==> src/rtl/serial_product_collector_pkg.sv <==
// rtl/serial_product_collector_pkg.sv - shared types and width helpers for the serial product collector
package serial_product_collector_pkg;

    // Collector FSM states, fixed 2-bit encoding
    typedef enum logic [1:0] {
        IDLE  = 2'd0,
        ALIGN = 2'd1,
        SHIFT = 2'd2,
        HOLD  = 2'd3
    } spc_state_t;

    // Default operand width of the upstream shift-add multiplier
    localparam int DEFAULT_N = 32;

    // Parallel product width for an N-bit multiplier
    function automatic int calc_pw(input int n);
        return 2 * n;
    endfunction

    // Number of serial bits the multiplier emits per operation
    function automatic int calc_sb(input int n);
        return 2 * n - 1;
    endfunction

    // Bit counter width, enough to index every serial bit
    function automatic int calc_cw(input int n);
        return $clog2(2 * n - 1);
    endfunction

endpackage

==> src/rtl/serial_product_collector.sv <==
// rtl/serial_product_collector.sv - assembles the multiplier's LSB-first serial product into a parallel word
module serial_product_collector
    import serial_product_collector_pkg::*;
#(
    parameter int N = DEFAULT_N
) (
    input  logic                    clk,
    input  logic                    rst_n,
    input  logic                    start,
    input  logic                    serial_in,
    output logic [calc_pw(N)-1:0]   prod,
    output logic                    prod_valid,
    input  logic                    prod_ready,
    output logic                    busy,
    output logic                    overrun
);

    localparam int PW = calc_pw(N);
    localparam int SB = calc_sb(N);
    localparam int CW = calc_cw(N);
    localparam logic [CW-1:0] LAST_IDX = CW'(SB - 1);

    spc_state_t      state;
    spc_state_t      state_nxt;
    logic [SB-1:0]   sr;
    logic [SB-1:0]   sr_next;
    logic [CW-1:0]   cnt;
    logic            last_bit;

    // New bits enter at the top so the first (LSB) bit ends up in sr[0]
    assign sr_next  = {serial_in, sr[SB-1:1]};
    assign last_bit = (cnt == LAST_IDX);

    assign prod_valid = (state == HOLD);
    assign busy       = (state == ALIGN) || (state == SHIFT);

    // State register
    always_ff @(posedge clk or negedge rst_n) begin
        if (!rst_n) begin
            state <= IDLE;
        end else begin
            state <= state_nxt;
        end
    end

    // Next-state logic: start always restarts alignment, mirroring the multiplier re-initialising
    always_comb begin
        state_nxt = state;
        if (start) begin
            state_nxt = ALIGN;
        end else begin
            case (state)
                IDLE:    state_nxt = IDLE;
                ALIGN:   state_nxt = SHIFT;
                SHIFT:   if (last_bit) state_nxt = HOLD;
                HOLD:    if (prod_ready) state_nxt = IDLE;
                default: state_nxt = IDLE;
            endcase
        end
    end

    // Datapath: shift register, bit counter, product latch and sticky overrun flag
    always_ff @(posedge clk or negedge rst_n) begin
        if (!rst_n) begin
            sr      <= '0;
            cnt     <= '0;
            prod    <= '0;
            overrun <= 1'b0;
        end else if (start) begin
            sr  <= '0;
            cnt <= '0;
            // Only a held, unconsumed product can be lost; an aborted capture never was a result
            if ((state == HOLD) && !prod_ready) begin
                overrun <= 1'b1;
            end
        end else if (state == SHIFT) begin
            sr  <= sr_next;
            cnt <= cnt + 1'b1;
            if (last_bit) begin
                // Top product bit is never transmitted upstream, so it is zero-filled
                prod <= {1'b0, sr_next};
            end
        end
    end

endmodule

==> config.mk <==
export PLATFORM = sky130hd
export DESIGN_NAME = serial_product_collector
export DESIGN_NICKNAME = d
export VERILOG_FILES = /design/src/rtl/serial_product_collector_pkg.sv /design/src/rtl/serial_product_collector.sv
export SDC_FILE = /design/constraint.sdc
export NUM_CORES = 1
export LEC_CHECK = 0
export BUFFER_PORTS_ARGS = -buffer_cell sky130_fd_sc_hd__buf_2
export CAP_MARGIN = 5
export CORE_MARGIN = 4
export CORE_UTILIZATION = 57
export DETAILED_ROUTE_END_ITERATION = 8
export PLACE_DENSITY = 0.91
export SKIP_CTS_REPAIR_TIMING = 1
export SKIP_LAST_GASP = 1
export SYNTH_ARGS = -nofsm -noshare
export SYNTH_HDL_FRONTEND = slang
export SYNTH_SLANG_ARGS = --single-unit
==> constraint.sdc <==
create_clock -name clk -period 2.6 [get_ports clk]
set_clock_uncertainty 0.1 [all_clocks]
set_input_delay 0.52 -clock clk [delete_from_list [all_inputs] [get_ports clk]]
set_output_delay 0.52 -clock clk [all_outputs]
set_load 0.1 [all_outputs]
# Word level (Yosys, flattened, before mapping)
# Cells that the tools add are included.
[word_totals] elab_cells=29 regBits=135
[classes] n_bitwise=1 addsub=1 n_reduce_logical=8 eq_ne=6 n_mux=8
[op_table] cell="$mux 63" n=2
[op_table] cell="$mux 6" n=2
[op_table] cell="$pmux 2 s4" n=1
[op_table] cell="$add 6x1->6 const B" n=1
[op_table] cell="$eq 6x6->1 const B" n=1
[op_table] cell="$mux 2" n=3
[op_table] cell="$eq 2x2->1 const B" n=2
[op_table] cell="$reduce_and 2->1" n=2
[op_table] cell="$ne 3x2->1 const B" n=1
[op_table] cell="$ne 3x3->1 const B" n=1
[op_table] cell="$reduce_and 3->1" n=1
[op_table] cell="$eq 2x1->1 const B" n=1
[op_table] cell="$logic_not 2->1" n=1
[op_table] cell="$reduce_bool 2->1" n=1
[op_table] cell="$logic_and 1x1->1" n=1
[op_table] cell="$logic_not 1->1" n=1
[op_table] cell="$logic_or 1x1->1" n=1
[op_table] cell="$not 1->1" n=1

# Longest topological paths before layout
# Gate-level depths: netlist of run 1.
[logic_depth] word_depth=4 mapped_depth=8

# Worst setup path before layout of run 1
# OpenSTA, ideal clock, no wires.
[synth_path] kind="reg-to-reg" start="register state[0]" end="register state[1]" setup_ps=125 slack_ps=451 path_stages_with_launch=6 arrival_ps=1924 cell_sequence="dfrtp_1 -> ha_1 -> nor2b_1 -> inv_1 -> a21o_2 -> mux2_2"
[synth_between] elab_chain_len=3
[synth_rtl] element="start, declared" line="serial_product_collector.sv:23" text="spc_state_t state;"
[synth_rtl] element="start signal, assigned" line="serial_product_collector.sv:42" text="state <= state_nxt;"
[synth_rtl] element="$eq 2x2->1 (*)"
[synth_rtl] element="via prod_valid" line="serial_product_collector.sv:12" text="output logic prod_valid,"
[synth_rtl] element="$pmux 2 s4 or $ne 3x2->1 (tied branches)"
[synth_rtl] element="$mux 2 or $reduce_and 2->1 (tied branches)"
# Mark *: on every way through the listed nets, which the timed path passes. The rest lies on a longest branch.
# A chain may end at the register's enable or synchronous reset.

# Worst setup path after layout of run 1
[layout_path] start="register state[0]" end="output busy"
[layout_between] elab_chain_len=2
[layout_rtl] element="$eq 2x1->1 or $eq 2x2->1 (tied branches)" line="serial_product_collector.sv:35" text="assign busy = (state == ALIGN) || (state == SHIFT);"
[layout_rtl] element="$logic_or 1x1->1 (*)" line="serial_product_collector.sv:35"
[layout_rtl] element="end, declared" line="serial_product_collector.sv:14" text="output logic busy,"
# Every way passes the cells marked *; elsewhere a longest branch is shown, timed or not.

==> results.sh, run 1 <==
export IMPL_placed_cells=565
export IMPL_ios=72
export IMPL_clkSinkCount=134
export IMPL_totalWireLength_um=9840
export IMPL_regArea_sq_mm=0.00335
export IMPL_synth_area_sq_mm=0.00561
export IMPL_mostFrequentLayoutCell="dfrtp_1"
export IMPL_use_met3=0.0608
export IMPL_fp_dieH_um=107
export IMPL_drive_above_1_share=0.377
export IMPL_yosysTopAreaCellShare=0.598
export IMPL_ys_seq_elements=134
export IMPL_hold_path_startpoint="serial_in"
export IMPL_worst_pin_slew_ps=756
export IMPL_cts_tree="done"
export IMPL_final_cells=598
export IMPL_io_buffers=70
export IMPL_crit_path_start="state[0]"
export IMPL_mostFrequentLayoutCells="134 x dfrtp_1, 69 x nor2_1, 69 x buf_2, 62 x mux2i_1, 60 x mux2_4"
export IMPL_status="finished, final reports clean"
export IMPL_die_x_um=107
export IMPL_fillerInstances=636
export IMPL_grt_pass1_vias=3344
export IMPL_final_nets=465
export IMPL_p_per_area_mw_per_mm2=767
export IMPL_synth_seq_area_share=0.598
export IMPL_syn_inst=383
export IMPL_rr_startpoint="cnt[0]"
export IMPL_drv_cap=0
export IMPL_start_util=0.596
export IMPL_wl_per_cell_um=16.4
export IMPL_die_area_sq_mm=0.0115
export IMPL_cts_buffers=17
export IMPL_grt_total_usage=0.189
export IMPL_fmax_mhz=433
export IMPL_post_place_ws_ps=452
export IMPL_core_sq_mm=0.00942
export IMPL_rsz0062_at_grt="no"
export IMPL_setup_tns_final_ps=0
export IMPL_critPathRequiredTime_ps=1980
export IMPL_root_buffer="clkbuf_8"
export IMPL_clk_pin_slew_ps=60
export IMPL_yosysWarningCount=0
export IMPL_rows=35
export IMPL_hold_viol=0
export IMPL_finalSetupViolCount=0
export IMPL_num_vias=3097
export IMPL_grt_max_degree=73
export IMPL_final_area_sq_mm=0.00663
export IMPL_cts_buffer_depth=2
export IMPL_synth_area_leader_cell="dfrtp_1"
export IMPL_insertion_delay_ps=500
export IMPL_drtIter0Drc=158
export IMPL_num_antenna_cells=0
export IMPL_grt_pass1_wl_um=16900
export IMPL_area_growth_pct=18.1
export IMPL_arrival_ps=1690
export IMPL_hp_class="in2reg"
export IMPL_synth_area_leaders="dfrtp_1 60%, mux2_4 16%, mux2i_1 11%"
export IMPL_antenna_found_initial=0
export IMPL_avgViaCountPerCell=5.18
export IMPL_crit_type="reg2out"
export IMPL_irDropWorstVdd_uv=606
export IMPL_firstDrtPassIters=4
export IMPL_met1_usage=0.258
export IMPL_use_met2=0.290
export IMPL_overflow=0
export IMPL_syn_num_nets=392
export IMPL_finalWorstPathRequiredPeriod_ps=2310
export IMPL_timing_slew_headroom=0.496
export IMPL_cts_max_level=4
export IMPL_synth_area_per_cell_sq_um=14.6
export IMPL_busiest_layer="met2"
export IMPL_dpl_instance_area_sq_mm=0.00599
export IMPL_post_route_drc_count=0
export IMPL_crit_fanout=3
export IMPL_fin_crit_sh=0.888
export IMPL_ant_nets=0
export IMPL_yosys_cell_types_count=29
export IMPL_fin_total_pwr_mw=5.09
export IMPL_dpl_hpwl_um=5910
export IMPL_gp_congestion=0.727
export IMPL_multi_input_comb_area_sq_mm=0.00204
export IMPL_cellLeakagePower_nw=3.51
export IMPL_drv_slew=0
export IMPL_worst_slack_ps=291
export IMPL_critPathLaunchType="flop"
export IMPL_end_kind="primary output"
## worst max-delay path, stage by stage (launching register included)
cell and delay [ps]:
dfrtp_1 410, inv_1 110, ha_4 210, inv_1 40, buf_2 410
## through the flow
step                hold slack [ps]  utilization
floorplan                       124            -
global placement                374        0.636
detailed placement              376        0.636
CTS                            -133        0.703
global route                    171        0.704
finish                          182        0.704
## synthesized netlist by cell type
| cell | number |
|---|---|
| mux2_2 | 4 |
| nand2_2 | 1 |
| xor2_1 | 3 |
| nor2b_1 | 2 |
| nor2_2 | 1 |
| a211oi_1 | 1 |
| nand3_2 | 1 |
| dfrtp_1 | 134 |
| buf_12 | 6 |
| inv_1 | 4 |
| or3_1 | 1 |
| a21o_1 | 1 |
| clkbuf_1 | 7 |
| o21bai_1 | 1 |
| mux2i_1 | 62 |
| a21oi_1 | 2 |
| nand4_1 | 2 |
| mux2_4 | 60 |
| nand2_1 | 1 |
| nand3b_1 | 1 |
| buf_2 | 8 |
| a21o_2 | 1 |
| buf_4 | 1 |
| nor2_1 | 69 |
| buf_6 | 2 |
| o21ai_0 | 1 |
| xnor2_1 | 1 |
| conb_1 | 1 |
| ha_1 | 4 |
## final timing paths
kind	cells past startpoint	slack (ps)	to
worst min register to register	1	380	overrun
worst max register to register	7	450	prod[0]
worst min-delay path	2	180	prod[62]
max in group asynchronous	3	1160	sr[14]
min in group asynchronous	2	440	sr[18]
worst max-delay path	4	290	busy
## flip-flops by register name, summed over array words and instances, names as in the netlist
name and flops:
state 2, cnt 6, sr 62, overrun 1, prod 63
## report_power, final
| group | total, mW | leakage (nW) | internal (mW) | switching, mW |
|---|---|---|---|---|
| Combinational | 0.456 | 1.34 | 0.131 | 0.325 |
| Sequential | 2.13 | 1.86 | 2.11 | 0.0227 |
| Clock | 2.50 | 0.300 | 1.60 | 0.901 |
| Total | 5.09 | 3.51 | 3.84 | 1.25 |
## cell type report
type                    instances  share of cell area
multi-input cells             221               0.308
clock inverters                13              0.0296
inverters                       4             0.00227
repair buffers                 78              0.0651
flip-flops and latches        134               0.506
clock buffers                  19              0.0651
well taps                     129              0.0244
## cells by family (layout without fill, tap and decap cells)
family | Yosys count | after routing | share of synthesized area
xor gates and xnor gates | 4 | 4 | 0.00625
other | 1 | 1 | 0.000668
DFF | 134 | 134 | 0.598
and+or+nand+nor | 79 | 79 | 0.0578
buffers and inverters | 28 | 114 | 0.0413
adders and majority gates | 4 | 4 | 0.00892
AOI/OAI and AO/OA | 7 | 7 | 0.00825
muxes | 126 | 126 | 0.279
## metal layers
metal  vias to the layer above  routed length, um
met2                        69               4660
met1                      1570               4590
met4                         0                 99
met5                         -                  0
li1                       1448                  -
met3                        10                489
Power figures use the tool's default switching activity.
==> inputs of run 2 (changes only) <==
--- a/config.mk
+++ b/config.mk
@@ -7,10 +7,9 @@
 export LEC_CHECK = 0
 export BUFFER_PORTS_ARGS = -buffer_cell sky130_fd_sc_hd__buf_2
 export CAP_MARGIN = 5
-export CORE_MARGIN = 4
-export CORE_UTILIZATION = 57
+export CORE_UTILIZATION = 45
 export DETAILED_ROUTE_END_ITERATION = 8
-export PLACE_DENSITY = 0.91
+export PLACE_DENSITY = 0.77
 export SKIP_CTS_REPAIR_TIMING = 1
 export SKIP_LAST_GASP = 1
 export SYNTH_ARGS = -nofsm -noshare
==> results.sh, run 2 (synthesized netlist as in run 1, its figures left out) <==
export IMPL_end_kind="primary output"
export IMPL_use_met2=0.238
export IMPL_worst_pin_slew_ps=695
export IMPL_post_route_drc_count=0
export IMPL_ios=72
export IMPL_fmax_mhz=448
export IMPL_antenna_found_initial=0
export IMPL_largest_registers="prod x63, sr x62, cnt x6"
export IMPL_rsz0062_at_grt="no"
export IMPL_grt_total_usage=0.160
export IMPL_busiest_layer="met2"
export IMPL_whs_ps=-9.65
export IMPL_rows=40
export IMPL_overflow=0
export IMPL_clkSinkCount=134
export IMPL_num_antenna_cells=0
export IMPL_irDropWorstVdd_uv=420
export IMPL_grt_max_degree=73
export IMPL_start_util=0.465
export IMPL_dpl_instance_area_sq_mm=0.00605
export IMPL_p_per_area_mw_per_mm2=750
export IMPL_arrival_ps=1610
export IMPL_totalWireLength_um=9310
export IMPL_regMostFlops="prod"
export IMPL_drtIter0Drc=169
export IMPL_fp_dieH_um=114
export IMPL_final_area_sq_mm=0.00665
export IMPL_drv_cap=0
export IMPL_io_buffers=70
export IMPL_mostFrequentLayoutCell="dfrtp_1"
export IMPL_cts_tree="done"
export IMPL_die_area_sq_mm=0.0129
export IMPL_fin_crit_sh=0.858
export IMPL_met1_usage=0.219
export IMPL_crit_fanout=3
export IMPL_largest_reg_flops=63
export IMPL_violations="negative hold slack"
export IMPL_die_x_um=114
export IMPL_drive_above_1_share=0.375
export IMPL_dpl_hpwl_um=5890
export IMPL_use_met3=0.0452
export IMPL_num_vias=3079
export IMPL_drv_slew=0
export IMPL_cellLeakagePower_nw=3.50
export IMPL_firstDrtPassIters=4
export IMPL_avgViaCountPerCell=4.85
export IMPL_crit_type="reg2out"
export IMPL_critPathLaunchType="flop"
export IMPL_status="complete, but fails checks"
export IMPL_cts_buffer_depth=2
export IMPL_cts_max_level=4
export IMPL_grt_pass1_wl_um=15900
export IMPL_wl_per_cell_um=14.7
export IMPL_core_sq_mm=0.0121
export IMPL_root_buffer="clkbuf_16"
export IMPL_hp_class="in2async"
export IMPL_finalWorstPathRequiredPeriod_ps=2230
export IMPL_final_nets=464
export IMPL_r2r_end="state[1]"
export IMPL_clk_pin_slew_ps=60
export IMPL_area_growth_pct=18.5
export IMPL_ant_nets=0
export IMPL_insertion_delay_ps=410
export IMPL_r2r_slack_ps=560
export IMPL_finalSetupViolCount=0
export IMPL_rr_startpoint="state[0]"
export IMPL_cts_buffers=17
export IMPL_hold_viol=12
export IMPL_timing_slew_headroom=0.537
export IMPL_mostFrequentLayoutCells="134 x dfrtp_1, 69 x nor2_1, 69 x buf_2, 62 x mux2i_1, 60 x mux2_4"
export IMPL_gp_congestion=0.739
export IMPL_rr_worst_depth=6
export IMPL_grt_pass1_vias=3149
export IMPL_critPathRequiredTime_ps=1980
export IMPL_setup_tns_final_ps=0
[run 2: worst max path at each step]
stage	slack, ps	cells after the start	to	from
global route	270	4	busy	state[0]
global placement	650	6	state[1]	state[0]
CTS	340	4	busy	state[0]
detailed placement	550	6	state[1]	state[0]
floorplan	450	5	state[1]	state[0]
finish	370	4	busy	state[0]
[run 2: power breakdown]
part | internal (mW) | total, mW | switching (mW)
clock | 1.57 | 2.40 | 0.833
sequential | 2.11 | 2.13 | 0.0223
combinational | 0.131 | 0.453 | 0.322
[run 2: metal layers]
metal | vias up | share of wire | wire (um)
li1 | 1454 | - | -
met1 | 1544 | 0.49 | 4580
met2 | 67 | 0.46 | 4240
met3 | 14 | 0.034 | 317
met4 | 0 | 0.018 | 167
met5 | - | 0 | 0
[run 2: stage by stage]
stage               setup WS [ps]  power [mW]  hold WS (ps)  utilization  std cells
global route                  271        5.17          23.5        0.551        635
CTS                           341        5.05         -2.04        0.551        635
global placement              650        2.61           387        0.502        604
finish                        370        4.99         -9.65        0.551        635
floorplan                     451        2.51           124            -        383
detailed placement            547        2.63           386        0.502        604
[run 2: critical path, cell delays in order (launching register included)]
cell and delay [ps]:
dfrtp_1 410, inv_1 110, ha_4 210, inv_1 60, buf_2 420
[run 2: layout make-up]
type,count,area (sq um)
clock buffers,22,474
clock inverters,9,125
fillers,1010,5410
inverters,4,15.0
multi-input cells,221,2040
flip-flops and latches,134,3350
well taps,168,210
repair buffers,77,434
